--- src/rtl/mrd_sink_wr_np_pkg.sv ---
// Shared definitions for the mixed-radix memory sink write stage.
// FSM encoding, width helper and complex sample type.
package mrd_sink_wr_np_pkg;

  localparam logic [2:0] IDLE        = 3'd0;
  localparam logic [2:0] SINK        = 3'd1;
  localparam logic [2:0] WAIT_TO_RD  = 3'd2;
  localparam logic [2:0] RD          = 3'd3;
  localparam logic [2:0] WAIT_WR_END = 3'd4;
  localparam logic [2:0] SOURCE      = 3'd5;

  // ceil(log2(n)), never below 1 so a 1-entry range still has a bit
  function automatic int clog2_min1(input int n);
    int r;
    r = 1;
    for (int i = 1; i < 31; i++)
      if ((1 << i) < n) r = i + 1;
    return r;
  endfunction

  typedef struct packed {
    logic [15:0] re;
    logic [15:0] im;
  } cplx16_t;

endpackage

--- src/rtl/mrd_sink_wr_np_if.sv ---
// Sink beat input and per-bank RAM write port bundle.
// master drives beats, slave is the write stage.
interface mrd_sink_wr_np_if #(
  parameter int P     = 4,
  parameter int NBANK = 7,
  parameter int wADDR = 8,
  parameter int wDATA = 16,
  parameter int wCNT  = 12
);
  logic [wCNT-1:0]              frame_len;
  logic                         in_valid;
  logic [P-1:0][wDATA-1:0]      in_real;
  logic [P-1:0][wDATA-1:0]      in_imag;
  logic [NBANK-1:0]             wren;
  logic [NBANK-1:0][wADDR-1:0]  wraddr;
  logic [NBANK-1:0][wDATA-1:0]  din_real;
  logic [NBANK-1:0][wDATA-1:0]  din_imag;

  modport master (
    output frame_len, in_valid, in_real, in_imag,
    input  wren, wraddr, din_real, din_imag
  );

  modport slave (
    input  frame_len, in_valid, in_real, in_imag,
    output wren, wraddr, din_real, din_imag
  );
endinterface

--- src/rtl/mrd_sink_wr_np_lane_ctr.sv ---
// Bank index / address walker for one input lane.
// Tracks g mod NBANK and g div NBANK incrementally.
module mrd_bank_lane_ctr
  import mrd_sink_wr_np_pkg::*;
#(
  parameter int P     = 4,
  parameter int NBANK = 7,
  parameter int wADDR = 8,
  parameter int LANE  = 0,
  localparam int wB   = clog2_min1(NBANK)
) (
  input  logic             clk,
  input  logic             rst_n,
  input  logic             in_valid,
  output logic [wB-1:0]    bidx,
  output logic [wADDR-1:0] adr
);

  logic [wB:0] sum;

  assign sum = {1'b0, bidx} + (wB+1)'(P);

  always_ff @(posedge clk or negedge rst_n) begin
    if (!rst_n) begin
      bidx <= wB'(LANE);
      adr  <= '0;
    end else if (!in_valid) begin
      bidx <= wB'(LANE);
      adr  <= '0;
    end else if (sum >= (wB+1)'(NBANK)) begin
      bidx <= wB'(sum - (wB+1)'(NBANK));
      adr  <= adr + wADDR'(1);
    end else begin
      bidx <= sum[wB-1:0];
    end
  end

endmodule

--- src/rtl/mrd_sink_wr_np.sv ---
// Sink write stage: scatters P lanes over NBANK RAM banks
// and produces the sink timing strobes and overtime flag.
module mrd_sink_wr_np
  import mrd_sink_wr_np_pkg::*;
#(
  parameter int P         = 4,
  parameter int NBANK     = 7,
  parameter int wADDR     = 8,
  parameter int wDATA     = 16,
  parameter int wCNT      = 12,
  parameter int TW_LEAD   = 3,
  parameter int OVT_LIMIT = 2047
) (
  input  logic             clk,
  input  logic             rst_n,
  input  logic [2:0]       fsm,
  mrd_sink_wr_np_if.slave  sif,
  output logic             sink_3_4,
  output logic             twdl_sop_sink,
  output logic             sink_done,
  output logic             frame_err,
  output logic             ovf,
  output logic             overTime
);

  localparam int wB  = clog2_min1(NBANK);
  localparam int wOT = clog2_min1(OVT_LIMIT + 1);

  logic [P-1:0][wB-1:0]    bidx;
  logic [P-1:0][wADDR-1:0] adr;

  for (genvar k = 0; k < P; k++) begin : g_lane
    mrd_bank_lane_ctr #(
      .P(P), .NBANK(NBANK),
      .wADDR(wADDR), .LANE(k)
    ) u_lane (
      .clk      (clk),
      .rst_n    (rst_n),
      .in_valid (sif.in_valid),
      .bidx     (bidx[k]),
      .adr      (adr[k])
    );
  end

  logic [wCNT-1:0] len, cnt_q, cnt, thr34;
  logic            len_z, sat, wr_ok;

  // cnt is the index of the beat on the input, 0 while idle
  assign len   = sif.frame_len;
  assign len_z = (len == '0);
  assign cnt   = sif.in_valid ? cnt_q : '0;
  assign sat   = len_z ? (cnt_q == '1) : (cnt_q >= len);
  assign wr_ok = sif.in_valid & (len_z | ~sat);
  assign thr34 = (len >> 2) + (len >> 1);

  logic s34_n, tw_n, done_n, err_n, ovf_n;

  assign s34_n  = (cnt != '0) && (cnt == thr34 - wCNT'(1));
  assign tw_n   = (thr34 > wCNT'(TW_LEAD))
               && (cnt == thr34 - wCNT'(TW_LEAD));
  assign done_n = sif.in_valid && !len_z
               && (cnt == len - wCNT'(1));
  assign err_n  = !sif.in_valid && !len_z
               && (cnt_q != '0) && (cnt_q < len);
  assign ovf_n  = sif.in_valid && (ovf || (!len_z && sat));

  logic [NBANK-1:0]            wren_n;
  logic [NBANK-1:0][wADDR-1:0] addr_n;
  logic [NBANK-1:0][wDATA-1:0] re_n, im_n;

  // descending lane order lets lane 0 win any bank it shares
  always_comb begin
    wren_n = '0;
    addr_n = '0;
    re_n   = '0;
    im_n   = '0;
    for (int b = 0; b < NBANK; b++) begin
      for (int k = P - 1; k >= 0; k--) begin
        if (wr_ok && bidx[k] == wB'(b)) begin
          wren_n[b] = 1'b1;
          addr_n[b] = adr[k];
          re_n[b]   = sif.in_real[k];
          im_n[b]   = sif.in_imag[k];
        end
      end
    end
  end

  always_ff @(posedge clk or negedge rst_n) begin
    if (!rst_n) begin
      sif.wren      <= '0;
      sif.wraddr    <= '0;
      sif.din_real  <= '0;
      sif.din_imag  <= '0;
      cnt_q         <= '0;
      sink_3_4      <= 1'b0;
      twdl_sop_sink <= 1'b0;
      sink_done     <= 1'b0;
      frame_err     <= 1'b0;
      ovf           <= 1'b0;
    end else begin
      sif.wren      <= wren_n;
      sif.wraddr    <= addr_n;
      sif.din_real  <= re_n;
      sif.din_imag  <= im_n;
      if (!sif.in_valid) cnt_q <= '0;
      else if (!sat)     cnt_q <= cnt_q + wCNT'(1);
      sink_3_4      <= s34_n;
      twdl_sop_sink <= tw_n;
      sink_done     <= done_n;
      frame_err     <= err_n;
      ovf           <= ovf_n;
    end
  end

  logic [wOT-1:0] ot_q;

  always_ff @(posedge clk or negedge rst_n) begin
    if (!rst_n) begin
      ot_q <= '0;
    end else if (fsm == SINK) begin
      if (ot_q != wOT'(OVT_LIMIT)) ot_q <= ot_q + wOT'(1);
    end else begin
      ot_q <= '0;
    end
  end

  assign overTime = (ot_q == wOT'(OVT_LIMIT));

endmodule

--- src/flat_wrapper.sv ---
// flat-port wrapper written by rule: the top's interface ports become plain ports
module mrd_sink_wr_np_flat import mrd_sink_wr_np_pkg::*;
#(
  parameter int P         = 4,
  parameter int NBANK     = 7,
  parameter int wADDR     = 8,
  parameter int wDATA     = 16,
  parameter int wCNT      = 12,
  parameter int TW_LEAD   = 3,
  parameter int OVT_LIMIT = 2047
)
  (clk, rst_n, fsm, sink_3_4, twdl_sop_sink, sink_done, frame_err, ovf, overTime, sif_frame_len, sif_in_valid, sif_in_real, sif_in_imag, sif_wren, sif_wraddr, sif_din_real, sif_din_imag);
  mrd_sink_wr_np_if #(.P(P), .NBANK(NBANK), .wADDR(wADDR), .wDATA(wDATA), .wCNT(wCNT)) sif_i ();
  input  logic clk;
  input  logic rst_n;
  input  logic [2:0] fsm;
  output logic sink_3_4;
  output logic twdl_sop_sink;
  output logic sink_done;
  output logic frame_err;
  output logic ovf;
  output logic overTime;
  input wire logic [$bits(sif_i.frame_len)-1:0] sif_frame_len;
  input wire logic [$bits(sif_i.in_valid)-1:0] sif_in_valid;
  input wire logic [$bits(sif_i.in_real)-1:0] sif_in_real;
  input wire logic [$bits(sif_i.in_imag)-1:0] sif_in_imag;
  output wire logic [$bits(sif_i.wren)-1:0] sif_wren;
  output wire logic [$bits(sif_i.wraddr)-1:0] sif_wraddr;
  output wire logic [$bits(sif_i.din_real)-1:0] sif_din_real;
  output wire logic [$bits(sif_i.din_imag)-1:0] sif_din_imag;
  assign sif_i.frame_len = sif_frame_len;
  assign sif_i.in_valid = sif_in_valid;
  assign sif_i.in_real = sif_in_real;
  assign sif_i.in_imag = sif_in_imag;
  assign sif_wren = sif_i.wren;
  assign sif_wraddr = sif_i.wraddr;
  assign sif_din_real = sif_i.din_real;
  assign sif_din_imag = sif_i.din_imag;
  mrd_sink_wr_np #(.P(P), .NBANK(NBANK), .wADDR(wADDR), .wDATA(wDATA), .wCNT(wCNT), .TW_LEAD(TW_LEAD), .OVT_LIMIT(OVT_LIMIT)) u_core (.clk(clk), .rst_n(rst_n), .fsm(fsm), .sif(sif_i), .sink_3_4(sink_3_4), .twdl_sop_sink(twdl_sop_sink), .sink_done(sink_done), .frame_err(frame_err), .ovf(ovf), .overTime(overTime));
endmodule
--- config.mk ---
export PLATFORM = sky130hd
export DESIGN_NAME = mrd_sink_wr_np_flat
export DESIGN_NICKNAME = d
export VERILOG_FILES = /design/src/rtl/mrd_sink_wr_np_pkg.sv /design/src/rtl/mrd_sink_wr_np_if.sv /design/src/rtl/mrd_sink_wr_np_lane_ctr.sv /design/src/rtl/mrd_sink_wr_np.sv /design/src/flat_wrapper.sv
export SDC_FILE = /design/constraint.sdc
export NUM_CORES = 1
export LEC_CHECK = 0
export BUFFER_PORTS_ARGS = -buffer_cell sky130_fd_sc_hd__buf_4
export CORE_MARGIN = 1
export CORE_UTILIZATION = 40
export CTS_CLUSTER_DIAMETER = 80
export DETAILED_ROUTE_END_ITERATION = 10
export GPL_ROUTABILITY_DRIVEN = 0
export PLACE_DENSITY = 0.59
export SKIP_LAST_GASP = 1
export SLEW_MARGIN = 20
export SYNTH_ARGS = -nofsm -noshare
export SYNTH_HDL_FRONTEND = slang
export SYNTH_HIERARCHICAL = 1
export SYNTH_SLANG_ARGS = --single-unit
--- constraint.sdc ---
create_clock -name clk -period 3.9 [get_ports clk]
set_input_delay 1.17 -clock clk [delete_from_list [all_inputs] [get_ports clk]]
set_output_delay 1.17 -clock clk [all_outputs]
set_load 0.01 [all_outputs]
Word-level counts from Yosys, hierarchy flattened. Cells that the tools add are included.

Add/sub/neg operators: 18. $mul: 0. Div/mod/pow operators: 0. Order comparisons: 7. Eq/ne operators: 37. Shift-type cells: 0. Muxes and demuxes: 134. Bitwise logic cells: 3. Reduce and logical (&&, ||, !) cells: 47.

Operators by type and width (count): two-way mux 16 bit (56); two-way mux 8 bit (36); logical AND 1 bit (37); == test 12 bit (3); == test 3 bit (second input constant) (12); two-way mux 12 bit (3); adder 8 x 1 -> 8 bit (second input constant) (4); two-way mux 1 bit (29); == test 3 x 2 -> 1 bit (second input constant) (8); two-way mux 3 bit (8); nonzero test 12 bit (2); subtractor 12 x 1 -> 12 bit (second input constant) (2); two-way mux 11 bit (2); adder 3 x 3 -> 4 bit (second input constant) (4); greater-or-equal comparator 4 x 3 -> 1 bit (second input constant) (4); == test 3 x 1 -> 1 bit (second input constant) (5); adder 10 x 11 -> 12 bit (1); adder 12 x 1 -> 12 bit (second input constant) (1); == test 12 bit (second input constant) (1); greater-or-equal comparator 12 bit (1); > comparator 12 x 2 -> 1 bit (second input constant) (1); logical NOT 12 bit (1); logical NOT 3 bit (4); < comparator 12 bit (1); other kinds (12) (20).

Bits in registers: 359. Bits in latches: 0. Memory bits (writable): 0. Memory bits (read-only): 0. Logic and storage cells: 283. Memories kept: 0.

Longest topological paths before layout.
Word-level depth: 10. Depth in mapped cells: 14.

Cells and area by module. The synthesis kept the hierarchy.

Modules (own cells, without submodules): mrd_sink_wr_np (instances 1, cells an instance 1980, area an instance 18461.5 um^2); mrd_bank_lane_ctr (u_core.g_lane[1].u_lane ...) (instances 2, cells an instance 51, area an instance 545.5 um^2); mrd_bank_lane_ctr (u_core.g_lane[0].u_lane) (instances 1, cells an instance 51, area an instance 559.3 um^2); mrd_bank_lane_ctr (u_core.g_lane[3].u_lane) (instances 1, cells an instance 51, area an instance 546.8 um^2).

Worst setup path after synthesis. Ideal clock, no wire load.

Path kind: input port to flip-flop. From: input sif_frame_len[1]. To: register u_core.twdl_sop_sink. Library setup time: 0.111 ns. Arrival: 3.727 ns. Setup slack: 0.061 ns. Stages: 11. Cell sequence: ha_1 -> inv_1 -> fa_1 -> nor2b_2 -> o221ai_1 -> a21oi_1 -> o22ai_2 -> nor4_1 -> xor2_1 -> a211o_2 -> a2111oi_2.

Cells in the longest elaborated chain, start to end: 4. Elaborated cells between the ends (all ways): 5. Those cells by class: add/sub: 2; order compare: 1; eq/ne: 1; reduce/logical: 1.

Ends and longest elaborated chain: start, declared (line flat_wrapper.sv:23) `input wire logic [$bits(sif_i.frame_len)-1:0] sif_frame_len;`; adder 10 x 11 -> 12 bit * (line mrd_sink_wr_np.sv:54) `assign thr34 = (len >> 2) + (len >> 1);`; subtractor 12 x 2 -> 12 bit (line mrd_sink_wr_np.sv:60) `&& (cnt == thr34 - wCNT'(TW_LEAD));`; == test 12 bit (line mrd_sink_wr_np.sv:60); logical AND 1 bit * (line mrd_sink_wr_np.sv:60); via u_core.tw_n (line mrd_sink_wr_np.sv:56) `logic s34_n, tw_n, done_n, err_n, ovf_n;`; end signal, assigned (line mrd_sink_wr_np.sv:109) `twdl_sop_sink <= tw_n;`; end, declared (line mrd_sink_wr_np.sv:19) `output logic twdl_sop_sink,`.

Mark *: on every way through the listed nets, which the timed path passes. The rest lies on a longest branch. A chain may end at the register's enable or synchronous reset.

==> results_dict.tcl <==
set metrics [dict create \
    status "complete, no violations" \
    post-synth-top-area-fraction_pct 43.00 \
    static-leakage-power_uw 0.01259 \
    cts.htree.levels 2 \
    finalWirelength_mm 89.84 \
    max_slew_margin_pct 22.91 \
    worstReg2RegStart "u_core/cnt_q[1]" \
    yosysUniqueCellTypes 94 \
    layout_cells_sized_above_1_pct 28.29 \
    finalCriticalPeriod_ns 3.665 \
    final_max_slew_viol_count 0 \
    min-delay-path-class "flop to flop" \
    cts_inserted_buffers 41 \
    cap_violations 0 \
    initial_utilization_pct 40.84 \
    utilization_after_layout_pct 53.70 \
    drcViolationCount 0 \
    first_iter_violations 2663 \
    number_of_failing_hold_endpoints_at_the_final_stage 0 \
    netlist_top_cells_count "sky130_fd_sc_hd__dfrtp_1, sky130_fd_sc_hd__nor2_1, sky130_fd_sc_hd__nand2_1, sky130_fd_sc_hd__clkbuf_1, sky130_fd_sc_hd__a221oi_1" \
    layout_worst_path_cycle_share_pct 93.99 \
    yosysTopAreaCell "sky130_fd_sc_hd__dfrtp_1" \
    post_cts.resized_instances 0 \
    cp_endpoint_kind "flop" \
    area.growth.synth_to_final_pct 31.48 \
    r2r_slack_ns 0.48 \
    timing.clock.skew_ns 0.03227 \
    ys_ff_latch 359 \
    worst_slack_at_placement_ns -0.2006 \
    postSynth.asyncResetShare_pct 100.0 \
    cts_tree "done" \
    number_of_synthesized_flops_with_an_enable_pin 0 \
    syn-num-nets 2385 \
    post_synth_main_area_contributors "sky130_fd_sc_hd__dfrtp_1, sky130_fd_sc_hd__a221oi_1, sky130_fd_sc_hd__o41ai_1" \
    rsz0062_at_grt "no" \
    grt_first_pass_wirelength_mm 133.9 \
    synth_sequential_area_ratio_pct 43.51 \
    globalRoute.totalOverflow 0 \
    maximum_fanout_encountered_on_the_critical_timing_path 44 \
    arrival_ns 4.17 \
    cts_max_path_buffers 3 \
    min_to "u_core/ot_q[10]" \
    clock_insertion_delay_worst_skew_ns 0.58 \
    placementRows 82 \
    vias_per_cell 6.561 \
    setup.worst_path.start_class "input port" \
    maximum_vdd_drop_mv 0.3172 \
    post-dp-hpwl_mm 61.58 \
    gr-usage-all-layers_pct 33.19 \
    drtPass1Iterations 9 \
    clkTransAtPathRegs_ns 0.06 \
    synth.cell_area_um2 20660 \
    first_global_vias 20990 \
    detail_route.wl_per_cell_um 26.97 \
    antenna_found_initial 1 \
    worstHoldPathCells 2 \
    syn_avg_cell_area_um2 9.459 \
    clockRootBuffer "sky130_fd_sc_hd__clkbuf_16" \
    warnings_from_yosys 6 \
    numPortBuffers 438 \
    via_count 21850 \
    area_of_the_die_um2 52560 \
    design.core.area_um2 50580 \
    r2r_cells 11 \
    worstPathRequired_ns 4.40 \
    fill_cells 4531 \
    worst_r2r_endpoint "u_core/sif.din_imag[20]" \
    tritoncts_num_sinks 359 \
    nets 2829 \
    post_synth_inst_count 2184 \
    boundaryPins 439 \
    postRouteAntennaNets 0 \
    hold_path.startpoint "u_core/ot_q[10]" \
    post-cts-setup-buffer-count 0 \
    cts_hold_buffers 0 \
    power-per-cell-area_nw_per_um2 602.7 \
    ys_dominant_reg_cell "sky130_fd_sc_hd__dfrtp_1" \
    max_freq_ghz 0.2728 \
    setup_violations 0 \
    worst-slew-pin-transition_ns 1.154 \
    floorplan.die.height_um 229.3 \
    dieWidth_um 229.3 \
    maximum_number_of_pins_on_one_net_before_global_route_repair 84 \
    crit_type "input port to flop" \
    final_critical_path_setup_slack_ns 0.2345 \
    synth.most_common_cell "sky130_fd_sc_hd__dfrtp_1" \
]
-- critical path: stages --
cell and delay, ns:
sky130_fd_sc_hd__buf_4 0.10, sky130_fd_sc_hd__inv_1 0.10, sky130_fd_sc_hd__ha_1 0.32, sky130_fd_sc_hd__nand4_1 0.13, sky130_fd_sc_hd__or2_2 0.35, sky130_fd_sc_hd__a31oi_1 0.28
sky130_fd_sc_hd__o21a_1 0.22, sky130_fd_sc_hd__buf_12 0.17, sky130_fd_sc_hd__buf_4 0.16, sky130_fd_sc_hd__nor3_4 0.06, sky130_fd_sc_hd__buf_12 0.21, sky130_fd_sc_hd__o41ai_1 0.62
sky130_fd_sc_hd__buf_4 0.23
-- per-layer routing --
layer | vias to the layer above | share of wire (%) | global-route usage (%)
met5 | - | 0 | 0
met4 | 0 | 3.9 | 12.81
met3 | 257 | 11 | 7.906
met2 | 1548 | 45 | 51.42
met1 | 10810 | 40 | 44.73
li1 | 9239 | - | -
-- state kept, by name (all words and copies together), names as in the netlist --
name,count
u_core/sif.wren,7
u_core/sif.din_imag,112
u_core/g_lane.u_lane/bidx,12
u_core/ot_q,11
u_core/ovf,1
u_core/g_lane.u_lane/adr,32
u_core/sif.wraddr,56
u_core/cnt_q,12
u_core/sink_3_4,1
u_core/sif.din_real,112
u_core/sink_done,1
u_core/frame_err,1
u_core/twdl_sop_sink,1
-- layout make-up --
type	count	area, um2	area share, %
Multi-Input combinational cell	1583	10840	39.92
Sequential cell	359	8989	33.09
Timing Repair Buffer	604	4955	18.24
Clock buffer	54	1156	4.256
Tap cell	672	840.8	3.095
Clock inverter	19	229.0	0.8430
Inverter	39	146.4	0.5389
Antenna cell	1	2.502	0.009213
-- report_power, final --
part / internal, uW / leakage, uW / switching, uW / total, uW
sequential: 4560 / 0.00485 / 653 / 5210
clock: 2370 / 0.000682 / 1650 / 4020
combinational: 2930 / 0.00706 / 4220 / 7140
-- metrics by stage --
step           instances  TNS (ns)  cell area (um2)  hold WS [ns]  power (uW)
2_1_floorplan       2184         0            20660        0.4811        8755
6_report            3331         0            27160        0.5175       16370
3_5_place_dp        3257    -1.246            25770        0.5154       12180
5_1_grt             3331         0            27160        0.5455       17080
4_1_cts             3330         0            27160        0.5273       16270
3_3_place_gp        3257   -0.9959            25770        0.4899       12100
-- how the worst max path moves through the flow --
stage                     slack, ns  depth (start not counted)                       to         startpoint
after floorplan                0.06                         11     u_core/twdl_sop_sink   sif_frame_len[1]
after global placement        -0.20                         13  u_core/sif.din_imag[34]   sif_frame_len[8]
after detailed placement      -0.20                         12     u_core/twdl_sop_sink   sif_frame_len[2]
after CTS                      0.38                         12     u_core/twdl_sop_sink   sif_frame_len[2]
after global routing           0.16                         12     u_core/twdl_sop_sink   sif_frame_len[2]
final                          0.23                         13  u_core/sif.din_imag[34]  sif_frame_len[10]
-- cells by family after synthesis --
logic type / Yosys count / share of synthesized area, %
DFF: 359 / 43.51
muxes: 21 / 1.017
and+or+nand+nor: 741 / 16.70
buffers and inverters: 242 / 4.791
xor gates and xnor gates: 68 / 2.992
adders and majority gates: 55 / 3.367
AOI/OAI and AO/OA: 698 / 27.62
-- placed cells by master (no fill, tap or decap), types with 42 or more instances in the layout --
cell type,n
sky130_fd_sc_hd__clkbuf_16,42
sky130_fd_sc_hd__a21oi_1,74
sky130_fd_sc_hd__a221o_1,80
sky130_fd_sc_hd__ha_1,54
sky130_fd_sc_hd__buf_4,570
sky130_fd_sc_hd__a22oi_1,83
sky130_fd_sc_hd__nor2_1,266
sky130_fd_sc_hd__a22o_1,81
sky130_fd_sc_hd__a221oi_1,161
sky130_fd_sc_hd__nor3_1,64
sky130_fd_sc_hd__o41ai_1,121
sky130_fd_sc_hd__dfrtp_1,355
sky130_fd_sc_hd__nand2_1,221
sky130_fd_sc_hd__xnor2_1,43
No activity file was read; power rests on OpenSTA's default activity.
